==> config.mk <==
export PLATFORM = sky130hd
export DESIGN_NAME = aes2_ct_capture
export DESIGN_NICKNAME = d
export VERILOG_FILES = /design/src/rtl/aes2_ct_capture.sv
export SDC_FILE = /design/constraint.sdc
export NUM_CORES = 1
export LEC_CHECK = 0
export CAP_MARGIN = 20
export CORE_MARGIN = 10
export CORE_UTILIZATION = 57
export DETAILED_ROUTE_END_ITERATION = 10
export GPL_TIMING_DRIVEN = 0
export PLACE_DENSITY = 0.8
export SLEW_MARGIN = 20
export SYNTH_ARGS = -nofsm -noshare
export SYNTH_HDL_FRONTEND = slang
export SYNTH_SLANG_ARGS = --single-unit
==> constraint.sdc <==
create_clock -name clk_i -period 5.6 [get_ports clk_i]
set_input_delay 1.12 -clock clk_i [delete_from_list [all_inputs] [get_ports clk_i]]
set_output_delay 1.12 -clock clk_i [all_outputs]
set_load 0.05 [all_outputs]
==> src/rtl/aes2_ct_capture.sv <==
// -----------------------------------------------------------------------------
// aes2_ct_capture
//
// Ciphertext capture stage of the AES-192 peripheral. Sits between the AES
// core's ciphertext output and the peripheral register read map. Each rising
// edge of the core's out_valid level pushes the 128-bit ciphertext into a
// small FIFO so software can drain back-to-back blocks at its own pace.
// Blocks arriving while the FIFO is full are dropped and counted.
//
// Parameters:
//   DEPTH   FIFO entries (power of two, 2..16)
//   THRESH  occupancy at or above which irq_o asserts (1..DEPTH)
//
// Ports:
//   clk_i       sole clock
//   rst_i       synchronous, active-high reset
//   ct_i        ciphertext from the AES core
//   ct_valid_i  AES core out_valid level (held high while result is held)
//   start_i     AES start level as written by software
//   pop_i       one-cycle strobe: discard head entry
//   rd_sel_i    head word select (0=[31:0] .. 3=[127:96])
//   clr_i       one-cycle synchronous flush
//   rdata_o     selected 32-bit word of the head entry (0 when empty)
//   count_o     current occupancy
//   empty_o     occupancy is zero
//   full_o      occupancy equals DEPTH
//   ovf_cnt_o   saturating count of dropped blocks
//   irq_o       registered threshold interrupt
//   latency_o   start-to-valid cycle count
//
// Build option:
//   AES2_CT_LATENCY_EN  when defined, measures cycles from a rising edge of
//                       start_i to the next captured valid edge and reports
//                       it on latency_o. When undefined, latency_o is 0.
// -----------------------------------------------------------------------------
module aes2_ct_capture #(
    parameter int DEPTH  = 4,
    parameter int THRESH = 1
) (
    input  logic                     clk_i,
    input  logic                     rst_i,
    input  logic [127:0]             ct_i,
    input  logic                     ct_valid_i,
    input  logic                     start_i,
    input  logic                     pop_i,
    input  logic [1:0]               rd_sel_i,
    input  logic                     clr_i,
    output logic [31:0]              rdata_o,
    output logic [$clog2(DEPTH):0]   count_o,
    output logic                     empty_o,
    output logic                     full_o,
    output logic [7:0]               ovf_cnt_o,
    output logic                     irq_o,
    output logic [15:0]              latency_o
);

    localparam int AW = $clog2(DEPTH);
    localparam int CW = AW + 1;
    localparam logic [CW-1:0] DEPTH_C  = CW'(DEPTH);
    localparam logic [CW-1:0] THRESH_C = CW'(THRESH);

    logic [127:0]  mem [DEPTH];
    logic [AW-1:0] wptr;
    logic [AW-1:0] rptr;
    logic [CW-1:0] count;
    logic [CW-1:0] count_nxt;
    logic [7:0]    ovf_cnt;
    logic          irq;
    logic          prev_v;

    logic          push_ev;
    logic          do_push;
    logic          do_pop;
    logic          ovf_ev;
    logic [127:0]  head;

    // NOTE: every signal driven here gets a default before any condition so
    // no path leaves it unassigned and no latch is inferred.
    always_comb begin
        push_ev   = 1'b0;
        do_pop    = 1'b0;
        do_push   = 1'b0;
        ovf_ev    = 1'b0;
        count_nxt = count;

        push_ev = ct_valid_i & ~prev_v;
        do_pop  = pop_i && (count != '0);
        // A pop in the same cycle frees the slot, so a full FIFO still accepts.
        do_push = push_ev && ((count < DEPTH_C) || do_pop);
        ovf_ev  = push_ev && !do_push;
        count_nxt = count + CW'(do_push) - CW'(do_pop);
    end

    // NOTE: sequential state uses non-blocking assignments so every register
    // samples the pre-edge values regardless of statement order.
    always_ff @(posedge clk_i) begin
        if (rst_i) begin
            wptr    <= '0;
            rptr    <= '0;
            count   <= '0;
            ovf_cnt <= 8'h00;
            irq     <= 1'b0;
            // Start high so a valid level already asserted at reset release
            // is not mistaken for a new result.
            prev_v  <= 1'b1;
        end else if (clr_i) begin
            wptr    <= '0;
            rptr    <= '0;
            count   <= '0;
            ovf_cnt <= 8'h00;
            irq     <= 1'b0;
            prev_v  <= ct_valid_i;
        end else begin
            prev_v <= ct_valid_i;
            count  <= count_nxt;
            irq    <= (count_nxt >= THRESH_C);
            if (do_push) begin
                wptr <= wptr + 1'b1;
            end
            if (do_pop) begin
                rptr <= rptr + 1'b1;
            end
            if (ovf_ev && (ovf_cnt != 8'hFF)) begin
                ovf_cnt <= ovf_cnt + 8'd1;
            end
        end
    end

    // NOTE: the storage array carries no reset; only pointers and occupancy
    // define which entries are valid, so stale contents are never exposed.
    always_ff @(posedge clk_i) begin
        if (!rst_i && !clr_i && do_push) begin
            mem[wptr] <= ct_i;
        end
    end

    assign head      = mem[rptr];
    assign rdata_o   = (count == '0) ? 32'h0 : head[{rd_sel_i, 5'd0} +: 32];
    assign count_o   = count;
    assign empty_o   = (count == '0);
    assign full_o    = (count == DEPTH_C);
    assign ovf_cnt_o = ovf_cnt;
    assign irq_o     = irq;

`ifdef AES2_CT_LATENCY_EN
    logic        prev_s;
    logic        lat_armed;
    logic [15:0] lat_cnt;
    logic [15:0] lat_cnt_nxt;
    logic [15:0] latency_q;

    // Counter value including the current cycle, so a valid edge N cycles
    // after the start edge reports N.
    always_comb begin
        lat_cnt_nxt = lat_cnt;
        if (lat_armed && (lat_cnt != 16'hFFFF)) begin
            lat_cnt_nxt = lat_cnt + 16'd1;
        end
    end

    always_ff @(posedge clk_i) begin
        if (rst_i) begin
            prev_s    <= 1'b1;
            lat_armed <= 1'b0;
            lat_cnt   <= 16'h0;
            latency_q <= 16'h0;
        end else if (clr_i) begin
            prev_s    <= start_i;
            lat_armed <= 1'b0;
            lat_cnt   <= 16'h0;
            latency_q <= 16'h0;
        end else begin
            prev_s  <= start_i;
            lat_cnt <= lat_cnt_nxt;
            if (push_ev && lat_armed) begin
                latency_q <= lat_cnt_nxt;
                lat_armed <= 1'b0;
            end
            // A new start edge re-arms after any capture in the same cycle.
            if (start_i && !prev_s) begin
                lat_cnt   <= 16'h0;
                lat_armed <= 1'b1;
            end
        end
    end

    assign latency_o = latency_q;
`else
    logic unused_start;
    assign unused_start = start_i;
    assign latency_o    = 16'h0;
`endif

endmodule

Word-level counts from Yosys, hierarchy flattened. Memory sizes are Yosys's and may differ from the RTL's. A register that Yosys moved wholly into a read port is not among the register bits. Cells that the tools add are included.

Output and inout bits: 62. Register bits after elaboration: 17. Memories: 1. RAM bits: 512.

Memory list: mem (depth 4, bits a word 128, rd ports 1, clocked after memory_dff 1, wr ports 1, RTL line 62) `logic [127:0] mem [DEPTH];`.

Reductions and logical operators: 13. Add/sub/neg operators: 5. Mux-type cells: 5. Magnitude comparators: 2. Bitwise logic cells: 2. Shift operators: 1. Eq/ne operators: 2.

Operators with widths (number): $shiftx 128x8->32 (1); $mux 32 (1); $add 8x1->8 const B (1); $ne 8x8->1 const B (1); $logic_and 1x1->1 (6); $add 2x1->2 const B (2); $mux 2 (2); $add 3x1->3 (1); $eq 3x3->1 const B (1); $ge 3x1->1 const B (1); $logic_not 1->1 (3); $logic_not 3->1 (1); $lt 3x3->1 const B (1); $reduce_bool 3->1 (1); $sub 3x1->3 (1); $mux 1 (2); $reduce_or 2->1 (1); $and 1x1->1 (1); $logic_or 1x1->1 (1); $not 1->1 (1).

Logic depth before layout (Yosys ltp).
Depth in word-level cells: 7. Gate-level depth with buffers: 10. Gate-level depth less buffers: 10.

Least setup slack after synthesis. No wires, ideal clock.

Path kind: input to register. From: input port pop_i. To: memory mem[1][0] (enable). Setup slack: 0.530 ns. Data arrival time: 4.568 ns. Cell stages on the path: 3. Required time: 5.098 ns. Cells stage by stage: nor2b_1 nor3b_2 and3_1.

Cells in the longest elaborated chain, start to end: 6.

Ends and longest elaborated chain: start: declaration (RTL line 45) `input logic pop_i,`; $logic_and 1x1->1 (RTL line 87) `do_pop = pop_i && (count != '0);`; $logic_or 1x1->1 (RTL line 89) `do_push = push_ev && ((count < DEPTH_C) || do_pop);`; $logic_and 1x1->1 (RTL line 89); $logic_and 1x1->1 (RTL line 132) `if (!rst_i && !clr_i && do_push) begin`; $mux 1 (RTL line 132); $mux 1 (implied by the code) (RTL line 133) `mem[wptr] <= ct_i;`; end: declaration (RTL line 62).

No other way between the ends.

Worst setup path after layout.
From: input port rd_sel_i[1]. To: output port rdata_o[2].

Cells in the longest elaborated chain, start to end: 2.

Ends and longest elaborated chain: start: declaration (RTL line 46) `input logic [1:0] rd_sel_i,`; $shiftx 128x8->32 (RTL line 138) `assign rdata_o = (count == '0) ? 32'h0 : head[{rd_sel_i, 5'd0} +: 32];`; $mux 32 (RTL line 138); end: declaration (RTL line 48) `output logic [31:0] rdata_o,`.

No other way between the ends.

==> flow_summary.json <==
{
  "final_common_cell": "edfxtp_1",
  "num_rows": 68,
  "synth_top_area_cell": "edfxtp_1",
  "final-hold-violation-count": 0,
  "drv_slew": 0,
  "ys_seq_elements": 531,
  "grt_pass1_wl_um": 65760,
  "hold_buffers": 0,
  "power.internal_uw": 6401,
  "post_drt_wl_per_cell_um": 26.62,
  "grt_use_total_pct": 20.18,
  "status": "complete, no violations",
  "drt_pre_antenna_iters": 4,
  "yosysUniqueCellTypes": 35,
  "synth-simple-area-share_pct": 1.883,
  "fin_cells": 1642,
  "die_area_um2": 43250,
  "cp-start-kind": "primary input",
  "share_comb_of_total_power_pct": 4.6,
  "whs_ps": 521.6,
  "place_hpwl_um": 28190,
  "cp_slowest_stage_delay_ps": 820,
  "cts_tree": "built",
  "synth_compound_area_share_pct": 2.616,
  "crit_path_top_delay_cell": "clkdlybuf4s50_1",
  "crit_required_ps": 4480,
  "core_area_um2": 34710,
  "synthesis.area_um2": 20140,
  "die_w_um": 208.0,
  "synth_fa_ha_area_share_pct": 0.5344,
  "cap_violations": 0,
  "setup_tns_ps": 0,
  "yosysTopAreaCellShare_pct": 76.35,
  "ys.warnings.count": 0,
  "synthMuxAreaShare_pct": 14.42,
  "yosysSeqAreaShare_pct": 78.24,
  "postSynthCellCount": 893,
  "clockBufferDepth": 3,
  "top_usage_layer": "met2",
  "grt_pass1_vias": 10430,
  "drc_errors": 0,
  "nNetsFinal": 1295,
  "cp.arrival_ps": 4130,
  "seqPwrFrac_pct": 54.8,
  "cts_max_level": 2,
  "finalClockSkew_ps": 9.718,
  "cts_resized": 0,
  "powerDensity_nw_per_um2": 326.5,
  "path_class": "in -> out",
  "path_clk_slew_ps": 60,
  "p_switching_uw": 1570,
  "crit_buf_inv": 3,
  "postCtsSetupRepairBufs": 0,
  "slew-limit-headroom_pct": 36.43,
  "dpl_cell_area_um2": 22830,
  "syn_to_final_growth_pct": 21.26,
  "critPathMostFrequentCell": "clkdlybuf4s50_1",
  "synth_top_family_by_area": "multiplexers",
  "grt.met1_usage_pct": 25.68,
  "netSwitchingFraction_pct": 19.70,
  "antenna_found_initial": 5,
  "vias": 9806,
  "fmax_mhz": 190.4,
  "cpLargestDelayFamily": "buffers and inverters",
  "hold_class": "reg -> reg",
  "chipHeight_um": 208.0,
  "numCtsBuffers": 51,
  "path_max_fanout": 10,
  "pwr-share-clk_pct": 40.6,
  "synth_area_leaders": "edfxtp_1, mux4_2, a22oi_1, dfxtp_1, buf_4",
  "worstMarginPinSlew_ps": 953.5,
  "rsz0062_at_grt": "no",
  "met3_usage_pct": 5.482,
  "cp_cell_sequence": "clkdlybuf4s50_1, nor3b_2, clkbuf_1, a22oi_1, nand2_1, clkdlybuf4s50_1",
  "grt.overflow.total": 0,
  "ir_worst_vdd_mv": 0.2810,
  "finalSetupViolCount": 0,
  "syn_area_per_cell_um2": 22.55,
  "start_util_pct": 58.01,
  "gr-usage-met2_pct": 33.78,
  "drt_wl_total_um": 43710,
  "drive_above_1_share_pct": 21.82,
  "cts_root_buffer": "clkbuf_16",
  "n_antenna_cell": 0,
  "fill_cells": 2093,
  "dp_cells": 1553,
  "layout_min_cycle_time_ps": 5252,
  "via_per_inst": 5.972,
  "timing.final.crit_share_pct": 93.78,
  "clkLatencyLatePin_ps": 580,
  "gp_congestion": 0.7567,
  "cts.sinks": 531,
  "mostFrequentLayoutCells": "edfxtp_1, clkdlybuf4s50_1, mux4_2",
  "ant_nets": 0,
  "io_pins": 198,
  "drt-initial-drc-count": 931,
  "io_buffers": 180,
  "power_leakage_uw": 0.007732,
  "fin_area_um2": 24420,
  "grt_max_degree": 48,
  "synth_xor_area_share_pct": 0.4349,
  "end_kind": "output pin"
}
==> synthesized netlist by cell type <==
library cell and number:
buf_6 3, o211ai_1 2, nand2_1 33, a21oi_1 2
nor3_2 1, buf_4 25, clkbuf_1 13, dfxtp_1 19
inv_2 1, nor3b_2 3, nand3_1 4, nor3b_1 1
conb_1 1, or3_1 2, and2_1 2, xor2_1 7
buf_1 10, fa_1 1, and3_1 7, or3_4 1
inv_1 6, o21ai_0 3, buf_2 8, nand4_1 2
or2_2 2, nor2b_1 1, a31oi_1 1, and4bb_2 1
ha_1 7, xnor2_1 3, nor2_1 15, a22oi_1 64
edfxtp_1 512, mux2i_1 2, mux4_2 128
==> path summary, 6_finish.rpt <==
check / startpoint / to / slack, ps / cells past startpoint
max reg2reg: count_o[2] / mem[1][15] / 2850 / 5
min reg2reg: ovf_cnt_o[7] / ovf_cnt_o[7] / 520 / 2
max: rd_sel_i[1] / rdata_o[2] / 350 / 6
min: ovf_cnt_o[7] / ovf_cnt_o[7] / 520 / 2
==> power by group through the flow <==
stage | combinational, uW | clock [uW] | sequential, uW
detailed placement | 364 | 0 | 4450
global placement | 352 | 0 | 4460
CTS | 366 | 3300 | 4370
floorplan | 163 | 0 | 4460
global route | 386 | 3450 | 4370
finish | 364 | 3240 | 4370
==> sequential cells by signal, indices dropped and copies added (netlist names), named ones only <==
signal,cells
count_o,3
irq_o,1
mem,512
ovf_cnt_o,8
prev_v,1
rptr,2
wptr,2
==> logic make-up (layout without fill, tap and decap cells) <==
| family | Yosys count | after routing |
|---|---|---|
| flops | 531 | 531 |
| mux | 130 | 130 |
| compound gates | 72 | 72 |
| simple gates | 75 | 75 |
| other cells | 1 | 16 |
| fa+ha+maj | 8 | 8 |
| buf+inv | 66 | 345 |
| xor+xnor | 10 | 10 |
==> layer usage <==
layer	up-vias	share of wire, %
met3	73	7.9
met5	-	0.15
met2	387	51
li1	4259	-
met4	10	1.9
met1	5077	38
==> through the flow <==
step	power, uW	utilization, %	setup WS (ps)
2_1_floorplan	4624	-	529.8
3_3_place_gp	4808	65.00	-2416
3_5_place_dp	4818	65.77	297.3
4_1_cts	8036	70.34	287.4
5_1_grt	8209	70.34	240.7
6_report	7972	70.34	348.1
==> worst min-delay path: cells and delay by family (launching register included) <==
kind / cells / cell delay [ps]
flops: 1 / 330
compound gates: 2 / 140
==> cell type report <==
type                    instances  area [um^2]  share of cell area (%)
well taps                     455        569.3                   2.332
flip-flops and latches        531        15760                   64.52
inverters                       7        26.28                  0.1076
clock buffers                  64         1419                   5.811
repair buffers                190         2047                   8.383
multi-input cells             311         4084                   16.73
clock inverters                25        168.9                  0.6918
plain buffers                  59        347.8                   1.425
No activity file was read; power rests on OpenSTA's default activity.
